[src/rtl/btn_step_pkg.sv]
// Shared types and constants for the pushbutton step conditioner.
// The FSM state set depends on BTN_AUTOREPEAT_EN (adds the REPEAT state).
package btn_step_pkg;

   localparam int SYNC_STAGES = 2;

   typedef enum logic [2:0] {
      ST_IDLE         = 3'd0,
      ST_PRESS_WAIT   = 3'd1,
      ST_PRESSED      = 3'd2,
      ST_RELEASE_WAIT = 3'd3
`ifdef BTN_AUTOREPEAT_EN
      ,
      ST_REPEAT       = 3'd4
`endif
   } btn_state_t;

   // Largest interval the shared counter must span; repeat timings only count when enabled.
   function automatic int cnt_span(input int deb, input int rpt_delay, input int rpt_rate,
                                   input bit autorepeat);
      int span;
      span = deb;
      if (autorepeat) begin
         if (rpt_delay > span) span = rpt_delay;
         if (rpt_rate > span) span = rpt_rate;
      end
      return span;
   endfunction

   function automatic int cnt_width(input int span);
      return (span > 2) ? $clog2(span) : 1;
   endfunction

endpackage

[src/rtl/sync_2ff.sv]
// Two-flop synchronizer for a single asynchronous bit, with a configurable
// value loaded by the asynchronous reset.
module sync_2ff
   import btn_step_pkg::*;
#(
   parameter logic RESET_VAL = 1'b0
) (
   input  logic clk,
   input  logic reset,
   input  logic d,
   output logic q
);

   logic [SYNC_STAGES-1:0] sync_reg;

   always_ff @(posedge clk or posedge reset) begin
      if (reset) begin
         sync_reg <= {SYNC_STAGES{RESET_VAL}};
      end else begin
         sync_reg <= {sync_reg[SYNC_STAGES-2:0], d};
      end
   end

   assign q = sync_reg[SYNC_STAGES-1];

endmodule

[src/rtl/btn_step_conditioner.sv]
// Debounces an active-low pushbutton into single-cycle step pulses, a held level
// and a step counter. Define BTN_AUTOREPEAT_EN to compile in press-and-hold auto-repeat.
module btn_step_conditioner
   import btn_step_pkg::*;
#(
   parameter int DEBOUNCE_CYCLES = 500000,
   parameter int REPEAT_DELAY    = 25000000,
   parameter int REPEAT_RATE     = 10000000
) (
   input  logic        clk,
   input  logic        reset,
   input  logic        btn_n,
   output logic        step,
   output logic        held,
   output logic [15:0] step_count
);

`ifdef BTN_AUTOREPEAT_EN
   localparam bit AUTOREPEAT = 1'b1;
`else
   localparam bit AUTOREPEAT = 1'b0;
`endif

   localparam int CNT_MAX = cnt_span(DEBOUNCE_CYCLES, REPEAT_DELAY, REPEAT_RATE, AUTOREPEAT);
   localparam int CNT_W   = cnt_width(CNT_MAX);

   localparam logic [CNT_W-1:0] CNT_TOP  = CNT_W'(CNT_MAX - 1);
   localparam logic [CNT_W-1:0] DEB_LAST = CNT_W'(DEBOUNCE_CYCLES - 1);
`ifdef BTN_AUTOREPEAT_EN
   localparam logic [CNT_W-1:0] RD_LAST  = CNT_W'(REPEAT_DELAY - 1);
   localparam logic [CNT_W-1:0] RR_LAST  = CNT_W'(REPEAT_RATE - 1);
`endif

   logic             btn_s;
   logic             repeat_tick;
   btn_state_t       state_reg, state_next;
   logic [CNT_W-1:0] cnt_reg, cnt_next;
   logic             step_reg, step_next;
   logic             held_reg, held_next;
   logic [15:0]      step_count_reg;

   // Inverted ahead of the synchronizer so that its reset value reads as "not pressed".
   sync_2ff #(
      .RESET_VAL(1'b0)
   ) u_sync (
      .clk   (clk),
      .reset (reset),
      .d     (~btn_n),
      .q     (btn_s)
   );

`ifdef BTN_AUTOREPEAT_EN
   assign repeat_tick = (state_reg == ST_REPEAT) && btn_s && (cnt_reg == RR_LAST);
`else
   assign repeat_tick = 1'b0;
`endif

   always_ff @(posedge clk or posedge reset) begin
      if (reset) begin
         state_reg      <= ST_IDLE;
         cnt_reg        <= '0;
         step_reg       <= 1'b0;
         held_reg       <= 1'b0;
         step_count_reg <= '0;
      end else begin
         state_reg      <= state_next;
         cnt_reg        <= cnt_next;
         step_reg       <= step_next;
         held_reg       <= held_next;
         step_count_reg <= step_count_reg + 16'(step_next);
      end
   end

   always_comb begin
      state_next = state_reg;
      case (state_reg)
         ST_IDLE: begin
            if (btn_s) state_next = ST_PRESS_WAIT;
         end
         ST_PRESS_WAIT: begin
            if (!btn_s) state_next = ST_IDLE;
            else if (cnt_reg == DEB_LAST) state_next = ST_PRESSED;
         end
         ST_PRESSED: begin
            if (!btn_s) state_next = ST_RELEASE_WAIT;
`ifdef BTN_AUTOREPEAT_EN
            else if (cnt_reg == RD_LAST) state_next = ST_REPEAT;
`endif
         end
`ifdef BTN_AUTOREPEAT_EN
         ST_REPEAT: begin
            if (!btn_s) state_next = ST_RELEASE_WAIT;
         end
`endif
         ST_RELEASE_WAIT: begin
            // A bounce back to pressed returns without a step and restarts the repeat delay.
            if (btn_s) state_next = ST_PRESSED;
            else if (cnt_reg == DEB_LAST) state_next = ST_IDLE;
         end
         default: state_next = ST_IDLE;
      endcase

      // Saturating so the counter can never wrap while parked in a state.
      if ((state_next != state_reg) || repeat_tick) begin
         cnt_next = '0;
      end else if (cnt_reg != CNT_TOP) begin
         cnt_next = cnt_reg + CNT_W'(1);
      end else begin
         cnt_next = cnt_reg;
      end
   end

   always_comb begin
      step_next = 1'b0;
      case (state_reg)
         ST_PRESS_WAIT: step_next = (state_next == ST_PRESSED);
`ifdef BTN_AUTOREPEAT_EN
         ST_PRESSED:    step_next = (state_next == ST_REPEAT);
         ST_REPEAT:     step_next = repeat_tick;
`endif
         default:       step_next = 1'b0;
      endcase
      step_next = step_next & ~step_reg;

      held_next = (state_next == ST_PRESSED) || (state_next == ST_RELEASE_WAIT);
`ifdef BTN_AUTOREPEAT_EN
      if (state_next == ST_REPEAT) held_next = 1'b1;
`endif
   end

   assign step       = step_reg;
   assign held       = held_reg;
   assign step_count = step_count_reg;

endmodule

[config.mk]
export PLATFORM = sky130hd
export DESIGN_NAME = btn_step_conditioner
export DESIGN_NICKNAME = d
export VERILOG_FILES = /design/src/rtl/btn_step_pkg.sv /design/src/rtl/sync_2ff.sv /design/src/rtl/btn_step_conditioner.sv
export SDC_FILE = /design/constraint.sdc
export NUM_CORES = 1
export LEC_CHECK = 0
export CAP_MARGIN = 5
export CELL_PAD_IN_SITES_DETAIL_PLACEMENT = 1
export CELL_PAD_IN_SITES_GLOBAL_PLACEMENT = 1
export CORE_MARGIN = 1.5
export CORE_UTILIZATION = 30
export DETAILED_ROUTE_END_ITERATION = 10
export PLACE_DENSITY_LB_ADDON = 0.1
export SLEW_MARGIN = 20
export SYNTH_ARGS = -nofsm -noshare
export SYNTH_HDL_FRONTEND = slang
export SYNTH_SLANG_ARGS = --single-unit
[constraint.sdc]
create_clock -name clk -period 2.77 [get_ports clk]
set_clock_uncertainty 0.1 [all_clocks]
set_input_delay 0.4155 -clock clk [delete_from_list [all_inputs] [get_ports clk]]
set_output_delay 0.4155 -clock clk [all_outputs]
set_load 0.02 [all_outputs]
==> results of run 1 <==
cells by family (layout without fill, tap and decap cells):
kind of cell,Yosys count,in the layout,synth area share
DFF,42,42,0.512
buffers and inverters,14,45,0.0341
AOI/OAI and AO/OA,31,31,0.125
and+or+nand+nor,72,72,0.207
xor gates and xnor gates,24,24,0.102
other,1,1,0.00183
adders and majority gates,3,3,0.0183
critical path, cell delays in order, from the launching register on:
cell     delay, ns
dfrtp_1       0.42
or4_1         0.58
nor4_4        0.18
nand2_1       0.13
nor3_2        0.17
ha_2          0.24
nand4_1       0.23
nor3_2        0.27
xor2_1        0.16
cells in the final DEF, fill, tap and decap left out, types with 7 or more instances in the layout:
master / n
a21oi_2: 9
and4_1: 7
buf_4: 9
clkdlybuf4s50_1: 20
dfrtp_1: 42
inv_1: 7
nand2_1: 14
nand3_1: 11
nand4_1: 11
nor2_1: 7
xnor2_1: 12
xor2_1: 12
what timing repair did:
item	4_1_cts	5_1_grt
setup buffers	0	1
endpoints found under the setup margin	1	12
pin swaps	0	1
resized for setup	1	4
Yosys cell counts (5+ instances only):
cell | number | area [sq um]
a21oi_2 | 9 | 78.8
a22oi_1 | 5 | 37.5
and4_1 | 7 | 61.3
dfrtp_1 | 42 | 1050
inv_1 | 7 | 26.3
nand2_1 | 14 | 52.6
nand3_1 | 11 | 55.1
nand4_1 | 11 | 68.8
nor2_1 | 7 | 26.3
nor3_1 | 5 | 25.0
o21ai_0 | 5 | 25.0
xnor2_1 | 12 | 105
xor2_1 | 12 | 105
worst paths after layout:
kind	startpoint	end	cells past startpoint
worst max-delay path	cnt_reg[6]$_DFFE_PP0P_	step_count[15]$_DFF_PP0_	8
max in group asynchronous	reset	cnt_reg[12]$_DFFE_PP0P_	3
worst min register to register	u_sync.sync_reg[0]$_DFF_PP0_	u_sync.sync_reg[1]$_DFF_PP0_	0
worst max register to register	cnt_reg[6]$_DFFE_PP0P_	step_count[15]$_DFF_PP0_	8
min in group asynchronous	reset	step_count[15]$_DFF_PP0_	3
worst min-delay path	u_sync.sync_reg[0]$_DFF_PP0_	u_sync.sync_reg[1]$_DFF_PP0_	0
through the flow:
step / instance area [sq um] / setup TNS, ns / cells / util / total power, mW
after global routing: 2540 / 0 / 295 / 0.391 / 1.21
after detailed placement: 2390 / -0.000429 / 286 / 0.369 / 0.672
after CTS: 2510 / 0 / 294 / 0.386 / 1.16
final: 2540 / 0 / 295 / 0.391 / 1.15
after floorplan: 2060 / 0 / 187 / - / 0.659
after global placement: 2390 / 0 / 286 / 0.369 / 0.670
report_power, final:
part           switching [mW]  internal (mW)  leakage (nW)
logic                  0.0254        0.00921         0.390
registers             0.00607          0.617         0.578
clock network           0.221          0.269        0.0514
metal layers:
layer	vias up	track usage
li1	736	-
met1	789	0.169
met2	20	0.248
met3	5	0.0366
met4	0	0.0279
met5	-	0
layout make-up:
type | count | area share
Sequential cell | 42 | 0.414
Multi-Input combinational cell | 131 | 0.381
Timing Repair Buffer | 30 | 0.113
Tap cell | 77 | 0.0380
Clock buffer | 6 | 0.0286
Clock inverter | 2 | 0.0148
Inverter | 7 | 0.0104
==> run summary, run 1 <==
outcome = complete, no violations
Total Nets Final = 223
library cells used by synthesis = 37
# fillers = 707
Tmin final = 2.55 ns
Post-Synthesis Cell Area = 2050 sq um
RSZ-0062 raised after global routing = false
TritonCTS clock tree = done
total CTS buffers = 5
share of the yosys chip area belonging to registers = 0.512
GR Overflow Total = 0
Clock transition at path regs = 0.09 ns
Final Hold Vio Count = 0
# setup viols final = 0
Clock Sinks = 42
# diodes = 0
multi-input gate area in the final layout = 966 sq um
RD Place Congestion = 0.795
Synth async-reset ratio = 1.00
DR vias/cell = 5.25
type of origin of the critical path = register
first-pass GRT wire length = 8090 um
Max clock buf depth = 2
Die Y-Extent = 85.8 um
Worst-Skew Late Latency = 0.29 ns
setup slack after layout = 0.224 ns
Slew @ Worst Pin = 0.939 ns
Post-Synthesis Net Count = 193
WL final = 4780 um
Starting DRT DRC Count = 76
hold slack = 0.274 ns
core area = 6490 sq um
1st-pass router iterations = 4
pre-CTS setup slack = -0.000429 ns
pwr dens = 452 nW/um^2
Max-slew headroom = 0.374
max FFs per register = 19
leakage power total = 1.02 nW
Slew Limit Fails = 0
DP Wirelength = 3400 um
Initial Util = 0.316
wire length per cell = 16.2 um
# DRC = 0
Arr. time, crit path = 2.67 ns
H-tree levels = 2
vias = 1550
synthesis-to-finish area growth = 23.5%
largest net degree at the start of global routing = 43
#FFs+latches synth = 42
Ports = 21
cts hold-fix bufs = 0
Peak Freq = 0.393 GHz
maxcap violations = 0
Site Rows = 29
Top FF cell, synth = dfrtp_1
Port Buffers = 20
Cells after Synth = 187
crit path max fanout = 5
yosys warns = 0
ANT nets after route = 0
Metal-1 WL = 2120 um
Post-synth EDFFs = 0
uppermost routed layer = met4
Reg2Reg Setup Slack = 0.22 ns
Die ar. = 7350 sq um
Reg area = 1050 sq um
data required time of the worst path = 2.89 ns
Critical Setup Path Class = reg -> reg
critical path capture point type = register
vias in the first global route = 1670
Peak VDD IR = 201 uV
crit share post-route = 0.919
Avg Cell Area, Syn = 11.0 sq um
global-route usage over all layers = 0.139
Routed met2 length = 2470 um
share of cells above drive strength 1 = 0.170
initial antenna violation count = 0
clock root buffer = clkbuf_8
Die Width = 85.8 um
Worst Hold Class = reg -> reg
WL met3 = 165 um
(Power assumes the default switching activity.)
==> run 2: changes to the inputs <==
--- a/config.mk
+++ b/config.mk
@@ -10,6 +10,7 @@
 export CELL_PAD_IN_SITES_GLOBAL_PLACEMENT = 1
 export CORE_MARGIN = 1.5
 export CORE_UTILIZATION = 30
+export CTS_CLUSTER_DIAMETER = 40
 export DETAILED_ROUTE_END_ITERATION = 10
 export PLACE_DENSITY_LB_ADDON = 0.1
 export SLEW_MARGIN = 20
==> results of run 2 <==
The final DEF is identical to that of run 1; final timing and power are the same.
==> run 3: changes to the inputs <==
--- a/config.mk
+++ b/config.mk
@@ -8,11 +8,11 @@
 export CAP_MARGIN = 5
 export CELL_PAD_IN_SITES_DETAIL_PLACEMENT = 1
 export CELL_PAD_IN_SITES_GLOBAL_PLACEMENT = 1
-export CORE_MARGIN = 1.5
+export CORE_MARGIN = 2
 export CORE_UTILIZATION = 30
 export CTS_CLUSTER_DIAMETER = 40
 export DETAILED_ROUTE_END_ITERATION = 10
-export PLACE_DENSITY_LB_ADDON = 0.1
+export PLACE_DENSITY_LB_ADDON = 0.12
 export SLEW_MARGIN = 20
 export SYNTH_ARGS = -nofsm -noshare
 export SYNTH_HDL_FRONTEND = slang
==> run summary, run 3 (synthesized netlist as in run 1, its figures left out) <==
Clock Sinks = 42
Port Buffers = 20
GR Overflow Total = 0
Tmin final = 2.59 ns
worst setup path endpoint = step_count[15]$_DFF_PP0_
Die ar. = 7530 sq um
Slew @ Worst Pin = 0.936 ns
crit share post-route = 0.935
DP Wirelength = 3310 um
Worst-Skew Late Latency = 0.29 ns
share of cells above drive strength 1 = 0.187
# DRC = 0
1st-pass router iterations = 4
largest net degree at the start of global routing = 43
worst reg2reg path depth = 9
total CTS buffers = 5
leakage power total = 1.01 nW
setup TNS = 0 ns
Ports = 21
crit path from = cnt_reg[6]$_DFFE_PP0P_
commonest cells after routing, fill and taps aside = 42 x dfrtp_1, 20 x clkdlybuf4s50_1, 14 x nand2_1
most common cell after layout, fill and taps aside = dfrtp_1
WL final = 4770 um
wire length per cell = 16.0 um
RSZ-0062 raised after global routing = false
Slew Limit Fails = 0
maxcap violations = 0
first-pass GRT wire length = 8180 um
outcome = complete, no violations
Critical Setup Path Class = reg -> reg
Clock transition at path regs = 0.08 ns
Total Nets Final = 224
TritonCTS clock tree = done
setup slack after layout = 0.180 ns
# diodes = 0
vias = 1564
global-route usage over all layers = 0.139
Arr. time, crit path = 2.71 ns
Max clock buf depth = 2
initial antenna violation count = 0
Final Hold Vio Count = 0
Worst Hold Class = reg -> reg
ANT nets after route = 0
synthesis-to-finish area growth = 23.4%
Die Y-Extent = 86.8 um
critical path capture point type = register
pwr dens = 417 nW/um^2
Peak VDD IR = 198 uV
Starting DRT DRC Count = 70
max FFs per register = 19
Reg2Reg Setup Slack = 0.18 ns
Peak Freq = 0.386 GHz
vias in the first global route = 1702
data required time of the worst path = 2.89 ns
core area = 6720 sq um
Site Rows = 30
# fillers = 737
H-tree levels = 2
type of origin of the critical path = register
reg2reg end = step_count[15]$_DFF_PP0_
Max-slew headroom = 0.376
R2R Path Start = cnt_reg[6]$_DFFE_PP0P_
Design Power = 1.06 mW
Die Width = 86.8 um
DR vias/cell = 5.23
pre-CTS setup slack = -0.0792 ns
RD Place Congestion = 0.726
cts hold-fix bufs = 0
crit path max fanout = 5
Initial Util = 0.306
# setup viols final = 0
clock root buffer = clkbuf_8
## run 3: power by group
part | switching (mW) | internal [mW]
combinational | 0.0263 | 0.00931
clock | 0.220 | 0.177
sequential | 0.00579 | 0.617
## run 3: worst max-delay path: stages, from the launching register on
cell and delay, ns:
dfrtp_1 0.42, or4_4 0.55, nor4_4 0.17, nand2_1 0.13
nor3_2 0.18, ha_2 0.24, buf_4 0.10, nand4_1 0.19
nor3_1 0.28, xor2_1 0.16
## run 3: routing by layer
layer	up-vias	GRT usage	share of wire
li1	737	-	-
met1	803	0.169	0.46
met2	20	0.245	0.51
met3	4	0.0295	0.024
met4	0	0.0426	0.010
met5	-	0	0
## run 3: final cells by class
cell class | count | area [sq um] | area share
tap | 80 | 100 | 0.0395
clock inverter | 3 | 21.3 | 0.00839
inverter | 7 | 26.3 | 0.0104
timing repair buffer | 31 | 295 | 0.116
multi-input combinational | 131 | 972 | 0.384
sequential | 42 | 1050 | 0.415
clock buffer | 5 | 68.8 | 0.0271
## run 3: repair_timing
item / CTS / global route
endpoints found under the setup margin: 3 / 9
resized for setup: 2 / 5
pin swaps: 0 / 3
setup buffers: 0 / 3
## run 3: metrics by stage
stage | cells | util | instance area [sq um] | hold slack, ns
floorplan | 187 | - | 2060 | 0.231
global placement | 288 | 0.356 | 2390 | 0.234
detailed placement | 288 | 0.356 | 2390 | 0.240
CTS | 296 | 0.371 | 2490 | 0.262
global route | 299 | 0.377 | 2530 | 0.280
finish | 299 | 0.377 | 2530 | 0.256
## run 3: worst min path at each step
| stage | from | to | slack [ns] | cells past startpoint |
|---|---|---|---|---|
| final | u_sync.sync_reg[0]$_DFF_PP0_ | u_sync.sync_reg[1]$_DFF_PP0_ | 0.26 | 0 |
| after global routing | u_sync.sync_reg[0]$_DFF_PP0_ | u_sync.sync_reg[1]$_DFF_PP0_ | 0.28 | 0 |
| after CTS | u_sync.sync_reg[0]$_DFF_PP0_ | u_sync.sync_reg[1]$_DFF_PP0_ | 0.26 | 0 |
| after detailed placement | u_sync.sync_reg[0]$_DFF_PP0_ | u_sync.sync_reg[1]$_DFF_PP0_ | 0.24 | 0 |
| after global placement | u_sync.sync_reg[0]$_DFF_PP0_ | u_sync.sync_reg[1]$_DFF_PP0_ | 0.23 | 0 |
| after floorplan | u_sync.sync_reg[0]$_DFF_PP0_ | u_sync.sync_reg[1]$_DFF_PP0_ | 0.23 | 0 |
